==> config.mk <==
export PLATFORM = sky130hd
export DESIGN_NAME = ofm_maxpool_rx
export DESIGN_NICKNAME = d
export VERILOG_FILES = /design/src/rtl/ofm_maxpool_rx.sv
export SDC_FILE = /design/constraint.sdc
export NUM_CORES = 2
export LEC_CHECK = 0
export ABC_AREA = 0
export CAP_MARGIN = 40
export CORE_MARGIN = 8
export CORE_UTILIZATION = 50
export CTS_CLUSTER_DIAMETER = 200
export DETAILED_ROUTE_END_ITERATION = 16
export HOLD_SLACK_MARGIN = 0.08
export PLACE_DENSITY = 0.72
export RECOVER_POWER = 100
export SYNTH_ARGS = -nofsm -noshare
export SYNTH_HDL_FRONTEND = slang
export SYNTH_SLANG_ARGS = --single-unit
==> constraint.sdc <==
create_clock -name clk -period 7.2 [get_ports clk]
set_clock_uncertainty 0.15 [all_clocks]
set_input_delay 0.72 -clock clk [delete_from_list [all_inputs] [get_ports clk]]
set_output_delay 0.72 -clock clk [all_outputs]
set_load 0.01 [all_outputs]
==> src/rtl/ofm_maxpool_rx.sv <==
// ofm_maxpool_rx: collects a gapless 25-word 5x5 OFM burst, then streams the
// 16 results of a 2x2 stride-1 unsigned max-pool over it.
module ofm_maxpool_rx #(
  parameter int DATA_W = 36
) (
  input  logic              clk,
  input  logic              rst,
  input  logic              in_valid,
  input  logic [DATA_W-1:0] in_data,
  output logic              out_valid,
  output logic [DATA_W-1:0] out_data,
  output logic              busy,
  output logic              err
);

  localparam int N_WORDS = 25;

  typedef enum logic [1:0] {
    IDLE = 2'd0,
    RECV = 2'd1,
    POOL = 2'd2
  } state_t;

  state_t            state_q, state_d;
  logic [4:0]        rx_cnt_q, rx_cnt_d;
  logic [3:0]        p_q, p_d;
  logic              wr_en;
  logic [4:0]        wr_addr;
  logic              pool_go;
  logic              err_d;

  // Row-major 5x5 frame store; word k lives at index k.
  logic [DATA_W-1:0] frame_q [N_WORDS];

  // Pool window taps: top-left index is r*5+c with r=p/4, c=p%4.
  logic [4:0]        rd_base;
  logic [DATA_W-1:0] tap_tl, tap_tr, tap_bl, tap_br;

  // Two-stage pool pipeline: row-pair maxima, then final max.
  logic [DATA_W-1:0] top_q, bot_q;
  logic              s1_vld_q;
  logic [DATA_W-1:0] out_data_q;
  logic              out_valid_q;
  logic              busy_q;
  logic              err_q;

  function automatic logic [DATA_W-1:0] umax(input logic [DATA_W-1:0] a,
                                             input logic [DATA_W-1:0] b);
    return (a > b) ? a : b;
  endfunction

  // Next-state logic: frame capture, gap detection and pool sequencing.
  always_comb begin
    state_d  = state_q;
    rx_cnt_d = rx_cnt_q;
    p_d      = p_q;
    wr_en    = 1'b0;
    wr_addr  = rx_cnt_q;
    pool_go  = 1'b0;
    err_d    = 1'b0;
    case (state_q)
      IDLE: begin
        if (in_valid) begin
          wr_en    = 1'b1;
          wr_addr  = 5'd0;
          rx_cnt_d = 5'd1;
          state_d  = RECV;
        end
      end
      RECV: begin
        if (in_valid) begin
          wr_en = 1'b1;
          if (rx_cnt_q == 5'(N_WORDS - 1)) begin
            rx_cnt_d = 5'd0;
            p_d      = 4'd0;
            state_d  = POOL;
          end else begin
            rx_cnt_d = rx_cnt_q + 5'd1;
          end
        end else begin
          // A hole in the burst invalidates the whole frame.
          err_d    = 1'b1;
          rx_cnt_d = 5'd0;
          state_d  = IDLE;
        end
      end
      POOL: begin
        // Input is ignored here; trailing words never start a frame.
        pool_go = 1'b1;
        p_d     = p_q + 4'd1;
        if (p_q == 4'd15) begin
          state_d = IDLE;
        end
      end
      default: begin
        state_d  = IDLE;
        rx_cnt_d = 5'd0;
        p_d      = 4'd0;
      end
    endcase
  end

  // Window address and the four taps for the current pool index.
  always_comb begin
    rd_base = ({3'd0, p_q[3:2]} * 5'd5) + {3'd0, p_q[1:0]};
    tap_tl  = frame_q[rd_base];
    tap_tr  = frame_q[rd_base + 5'd1];
    tap_bl  = frame_q[rd_base + 5'd5];
    tap_br  = frame_q[rd_base + 5'd6];
  end

  // Control registers; busy follows the next state so it drops on return to IDLE.
  always_ff @(posedge clk) begin
    if (rst) begin
      state_q  <= IDLE;
      rx_cnt_q <= 5'd0;
      p_q      <= 4'd0;
      busy_q   <= 1'b0;
      err_q    <= 1'b0;
    end else begin
      state_q  <= state_d;
      rx_cnt_q <= rx_cnt_d;
      p_q      <= p_d;
      busy_q   <= (state_d != IDLE);
      err_q    <= err_d;
    end
  end

  // Frame store write port; contents are don't-care after reset.
  always_ff @(posedge clk) begin
    if (wr_en) begin
      frame_q[wr_addr] <= in_data;
    end
  end

  // Pool pipeline: stage 1 reduces each row pair, stage 2 drives the output.
  always_ff @(posedge clk) begin
    if (rst) begin
      s1_vld_q    <= 1'b0;
      top_q       <= '0;
      bot_q       <= '0;
      out_valid_q <= 1'b0;
      out_data_q  <= '0;
    end else begin
      s1_vld_q    <= pool_go;
      top_q       <= umax(tap_tl, tap_tr);
      bot_q       <= umax(tap_bl, tap_br);
      out_valid_q <= s1_vld_q;
      out_data_q  <= s1_vld_q ? umax(top_q, bot_q) : '0;
    end
  end

  assign out_valid = out_valid_q;
  assign out_data  = out_data_q;
  assign busy      = busy_q;
  assign err       = err_q;

endmodule

# ---- Word level (Yosys, flattened, before mapping)
# Memories as Yosys holds them, arrays and structs flattened.
# Index checks and enable logic that the tools add are counted.
dict set report op_classes {
  eq_ne 7
  reduce_logical 7
  order_cmp 3
  mul 1
  n_mux 23
  addsub 6
  bitwise_logic 4
}
# cell n
set ops {}
lappend ops {{$gt 36x36->1} 3}
lappend ops {{$mux 36} 3}
lappend ops {{$mux 5} 5}
lappend ops {{$pmux 5 s3} 1}
lappend ops {{$pmux 4 s3} 1}
lappend ops {{$add 5x1->5 const B} 2}
lappend ops {{$add 5x3->5 const B} 2}
lappend ops {{$mux 2} 4}
lappend ops {{$mux 4} 2}
lappend ops {{$mux 1} 6}
lappend ops {{$ne 2x2->1 const B} 3}
lappend ops {{$pmux 2 s3} 1}
lappend ops {{$reduce_or 2->1} 3}
lappend ops {{$add 5x2->5} 1}
lappend ops {{$eq 5x5->1 const B} 1}
lappend ops {{$mul 2x3->5 const B} 1}
lappend ops {{$add 4x1->4 const B} 1}
lappend ops {{$eq 4x4->1 const B} 1}
lappend ops {{$not 1->1} 4}
lappend ops {{$reduce_and 3->1} 1}
lappend ops {{$eq 2x1->1 const B} 1}
lappend ops {{$eq 2x2->1 const B} 1}
lappend ops {{$logic_not 2->1} 1}
lappend ops {{$reduce_and 2->1} 1}
lappend ops {{$reduce_bool 2->1} 1}
dict set report word_totals {
  mem_count 1
  regBits 123
  out_inout_bits 39
  mem_bits_rw 900
  wordCells 62
}
# name words word_bits read_ports rd_clocked_by_memory_dff write_ports line_no
set memory_table {}
lappend memory_table {frame_q 25 36 4 0 1 33} ;# logic [DATA_W-1:0] frame_q [N_WORDS];

# ---- Logic depth before layout (Yosys ltp)
# An unclocked memory read counts as a cell.
dict set report depth {
  word_depth 6
  mapped_depth 27
}

# ---- Worst setup path before layout
# OpenSTA, ideal clock, no wires.
dict set report synth_timing {
  path_kind {register -> register}
  start {reg p_q[1]}
  end {reg bot_q[24]}
  period_less_slack_ps 6308
  path_stages_with_launch 25
  setup_slack_ps 892
  required_ps 6916
  arrival_ps 6024
  cell_sequence {dfxtp_1 > ha_1 > ha_1 > inv_1 > fa_1 > inv_1 > clkbuf_1 > clkbuf_1 > ha_1 > buf_2 > buf_2 > clkbuf_1 > clkbuf_1 > mux4_2 > o211ai_1 > nand3_1 > ha_1 > nand4_1 > or4_1 > or3_1 > mux2_2 > nand2_1 > buf_2 > buf_2 > a211oi_1}
}
dict set report synth_via {
  elab_chain_len 5
  elab_cells_between_ends 6
  classes_between {3 x add/sub; 1 x order compare; 1 x mux; 1 x memory}
}
# element line_no
set synth_lines {}
lappend synth_lines {{start, declared} 26} ;# logic [3:0] p_q, p_d;
lappend synth_lines {{start signal, assigned} 123} ;# p_q <= p_d;
lappend synth_lines {{$add 5x2->5 *} 105} ;# rd_base = ({3'd0, p_q[3:2]} * 5'd5) + {3'd0, p_q[1:0]};
lappend synth_lines {{$add 5x3->5 (on tied branches)} {108, 109}}
lappend synth_lines {{$mem_v2 25x36 *} n/a}
lappend synth_lines {{$gt 36x36->1} 49} ;# return (a > b) ? a : b;
lappend synth_lines {{$mux 36 *} 49}
lappend synth_lines {{end signal, assigned} 147} ;# bot_q <= umax(tap_bl, tap_br);
lappend synth_lines {{end, declared} 40} ;# logic [DATA_W-1:0] top_q, bot_q;
# Every way passes the cells marked *; elsewhere a longest branch is shown, timed or not.
# A chain may end at the register's enable or synchronous reset.

# ---- Final worst setup path
dict set report layout_timing {
  start {reg p_q[1]}
  end {reg top_q[27]}
}
dict set report layout_via {
  elab_chain_len 5
}
# element line_no
set layout_lines {}
lappend layout_lines {{$add 5x2->5 *} 105}
lappend layout_lines {{$add 5x1->5} 107} ;# tap_tr = frame_q[rd_base + 5'd1];
lappend layout_lines {{$mem_v2 25x36 *} n/a}
lappend layout_lines {{$gt 36x36->1} 49}
lappend layout_lines {{$mux 36 *} 49}
lappend layout_lines {{end signal, assigned} 146} ;# top_q <= umax(tap_tl, tap_tr);
lappend layout_lines {{end, declared} 40}
# Marked as above.

==> impl_metrics.ini <==
[sta]
rsz0062_at_grt = false
period_share_pct = 96.5
worstMarginPinSlew_ps = 4150
max_slew_margin_pct = -177
setup_viol = 0
slew_viol_final = 869
final_hold_viol_count = 0
fmax_ghz = 0.144
fin_setup_tns_ps = 0
period_minus_slack_ps = 6950

[floorplanning]
die_area_um2 = 128000
rows = 125
start_util_pct = 50.2
die_h_um = 357
fp.dieW_um = 357
num_io_pins = 78
core_um2 = 116000

[synthesis]
avgSynthCellArea_um2 = 15.4
netlist-cell-type-count = 69
ys_warn_count = 0
yosysTopAreaCellShare_pct = 46.4
synthTopCellsByCount = edfxtp_1, mux4_2, mux2i_1, nand2_1, a21oi_1
synth_area_leader_cell = edfxtp_1
synth_edf_count = 900
syn_area_um2 = 58200
ys.flop_type = edfxtp_1
synth_most_common_cell = edfxtp_1
syn-num-nets = 3927
ys_seq_elements = 1023
ys_seq_area_share_pct = 50.7
synth_area_leaders = edfxtp_1, mux4_2, mux2i_1
synth_async_sr_flop_share_pct = 0
postSynthCellCount = 3770

[place]
dpl_cell_area_um2 = 61700
hpwlAfterDp_mm = 122
dp_cells = 5255
portBuffers = 77
gp_congestion = 0.943

[power_and_ir_drop]
power_frac_seq_pct = 51.8
switchingPower_mw = 2.64
switching_share_pct = 21.0
powerDensity_nw_per_um2 = 194
combPwrFrac_pct = 3.0
clkPwrFrac_pct = 45.3
design_power_total_mw = 12.6
power.internal_mw = 9.94
p_leak_nw = 19.7
irDropWorstVdd_uv = 166

[clocking]
cts_buffer_depth = 3
clock_tree.root_cell = clkbuf_16
cts_max_level = 3
cts_tree = built
postCtsHoldBufs = 0
cts_buffers = 107
cts.sinks = 1023
clk_pin_slew_ps = 60
worstSkewPairLatency_ps = 710

[run_status]
status = finished, violations left
failed_checks = max-capacitance violations, max-slew violations

[grt]
grt_pass1_wl_mm = 269
grt_overflow = 0
grt_pass1_vias = 38300
grt.total_usage_pct = 28.8
grt_start_max_net_pins = 120
antenna_found_initial = 20

[setup_path]
cp_data_required_time_ps = 7580
arrival_ps = 7330
path_max_fanout = 26
endpoint_kind = register
start_kind = register
path_class = reg2reg

[worst_hold_path]
min_path_type = in2reg

[final_layout]
final_nets = 3999
area_growth_pct = 11.2
final_area_um2 = 64700
fin_cells = 5463
num-fill-cells = 8852
drive_gt1_share_pct = 27.4

[drt]
vias = 39500
post-route-drc-count = 0
drt_iter0_drc = 5878
vias_per_cell = 7.23
wl_mm = 187
first_pass_iters = 10
drtAntennaViolNets = 0
wl_per_cell_um = 34.3

[run]
cap_violations = 45
[cell type report]
cell class / count / area [um^2] / area share (%)
antenna: 11 / 27.5 / 0.0425
clock buffer: 129 / 2830 / 4.38
clock inverter: 66 / 724 / 1.12
inverter: 54 / 204 / 0.315
multi-input combinational: 2377 / 27000 / 41.7
sequential: 1023 / 29500 / 45.6
tap: 1524 / 1910 / 2.95
timing repair buffer: 279 / 2560 / 3.95
[metrics by stage]
stage	hold WS [ps]	worst slack, ps	utilization [%]
after floorplan	285	892	-
after global placement	378	379	52.9
after detailed placement	389	236	53.3
after CTS	98.5	225	56.3
after global routing	326	40.7	55.8
final	295	250	55.9
[worst paths after layout]
kind         slack (ps)  startpoint  depth (start not counted)          end
max                 250      p_q[1]                         19    top_q[27]
min                 290         rst                          2  rx_cnt_q[1]
max reg2reg         250      p_q[1]                         19    top_q[27]
min reg2reg         420  state_q[1]                          1          err
[repair_timing]
item	4_1_cts	5_1_grt
setup buffers	0	1
gates resized for setup	0	2
endpoints found under the setup margin	0	21
[cells by family (layout without fill, tap and decap cells)]
kind of cell | Yosys count | after routing | synth area share [%]
AOI/OAI and AO/OA | 573 | 573 | 6.20
xor gates and xnor gates | 8 | 8 | 0.198
adders and majority gates | 118 | 118 | 2.55
buffers and inverters | 370 | 528 | 3.35
DFF | 1023 | 1023 | 50.7
muxes | 1069 | 1069 | 32.5
other | 0 | 11 | 0
and+or+nand+nor | 609 | 609 | 4.57
[power groups by stage]
stage | sequential, mW | combinational, mW | clock [mW]
floorplan | 6.63 | 0.193 | 0
CTS | 6.52 | 0.371 | 5.73
global route | 6.52 | 0.400 | 5.93
finish | 6.52 | 0.373 | 5.70
detailed placement | 6.64 | 0.368 | 0
global placement | 6.64 | 0.359 | 0
[state kept, by name (all words and copies together) (netlist names)]
register,count
frame_q,900
out_data,36
out_valid,1
bot_q,36
err,1
busy,1
top_q,36
rx_cnt_q,5
state_q,2
s1_vld_q,1
p_q,4
[layout by cell type, fill, tap and decap left out, drive strengths merged, types with 6 or more instances in the layout]
cell         synthesis  final
clkinv               0     39
edfxtp             900    900
a211oi              82     82
a22oi               16     16
nor3                73     73
a222oi              36     36
mux4               648    648
bufinv               0     15
or2                  6      6
nand2b               8      8
nand3               34     34
a21oi              209    209
a21o                18     18
clkbuf             115    178
clkinvlp             0     10
nor2               144    144
ha                 117    117
mux2                69     69
inv                 54     56
o21ai               94     94
dlygate4sd3          0     76
nor4                 9      9
nor2b               10     10
xnor2                7      7
diode                0     11
mux2i              352    352
dfxtp              123    123
o211ai              15     15
nand2              275    275
nand4               27     27
o22ai               65     65
buf                201    154
[layer usage]
metal / global-route usage, % / wire length, um / vias up
met5: 0 / 241 / -
met4: 12.1 / 8980 / 12
met3: 9.48 / 27500 / 583
met2: 43.9 / 83300 / 3009
met1: 38.2 / 67100 / 20100
li1: - / - / 15800
[critical path, cell delays in order (launching register included)]
cell and delay, ps:
dfxtp_1 340, ha_1 330, ha_4 180, inv_1 80
fa_4 760, xnor2_2 720, buf_12 380, or2_2 290
clkbuf_2 570, o22ai_1 140, a21oi_1 410, ha_1 330
nand4_1 160, nor4_1 70, buf_4 150, a221o_1 330
nor4_2 300, or2_2 570, buf_4 340, a211oi_1 120
Power figures use the tool's default switching activity.
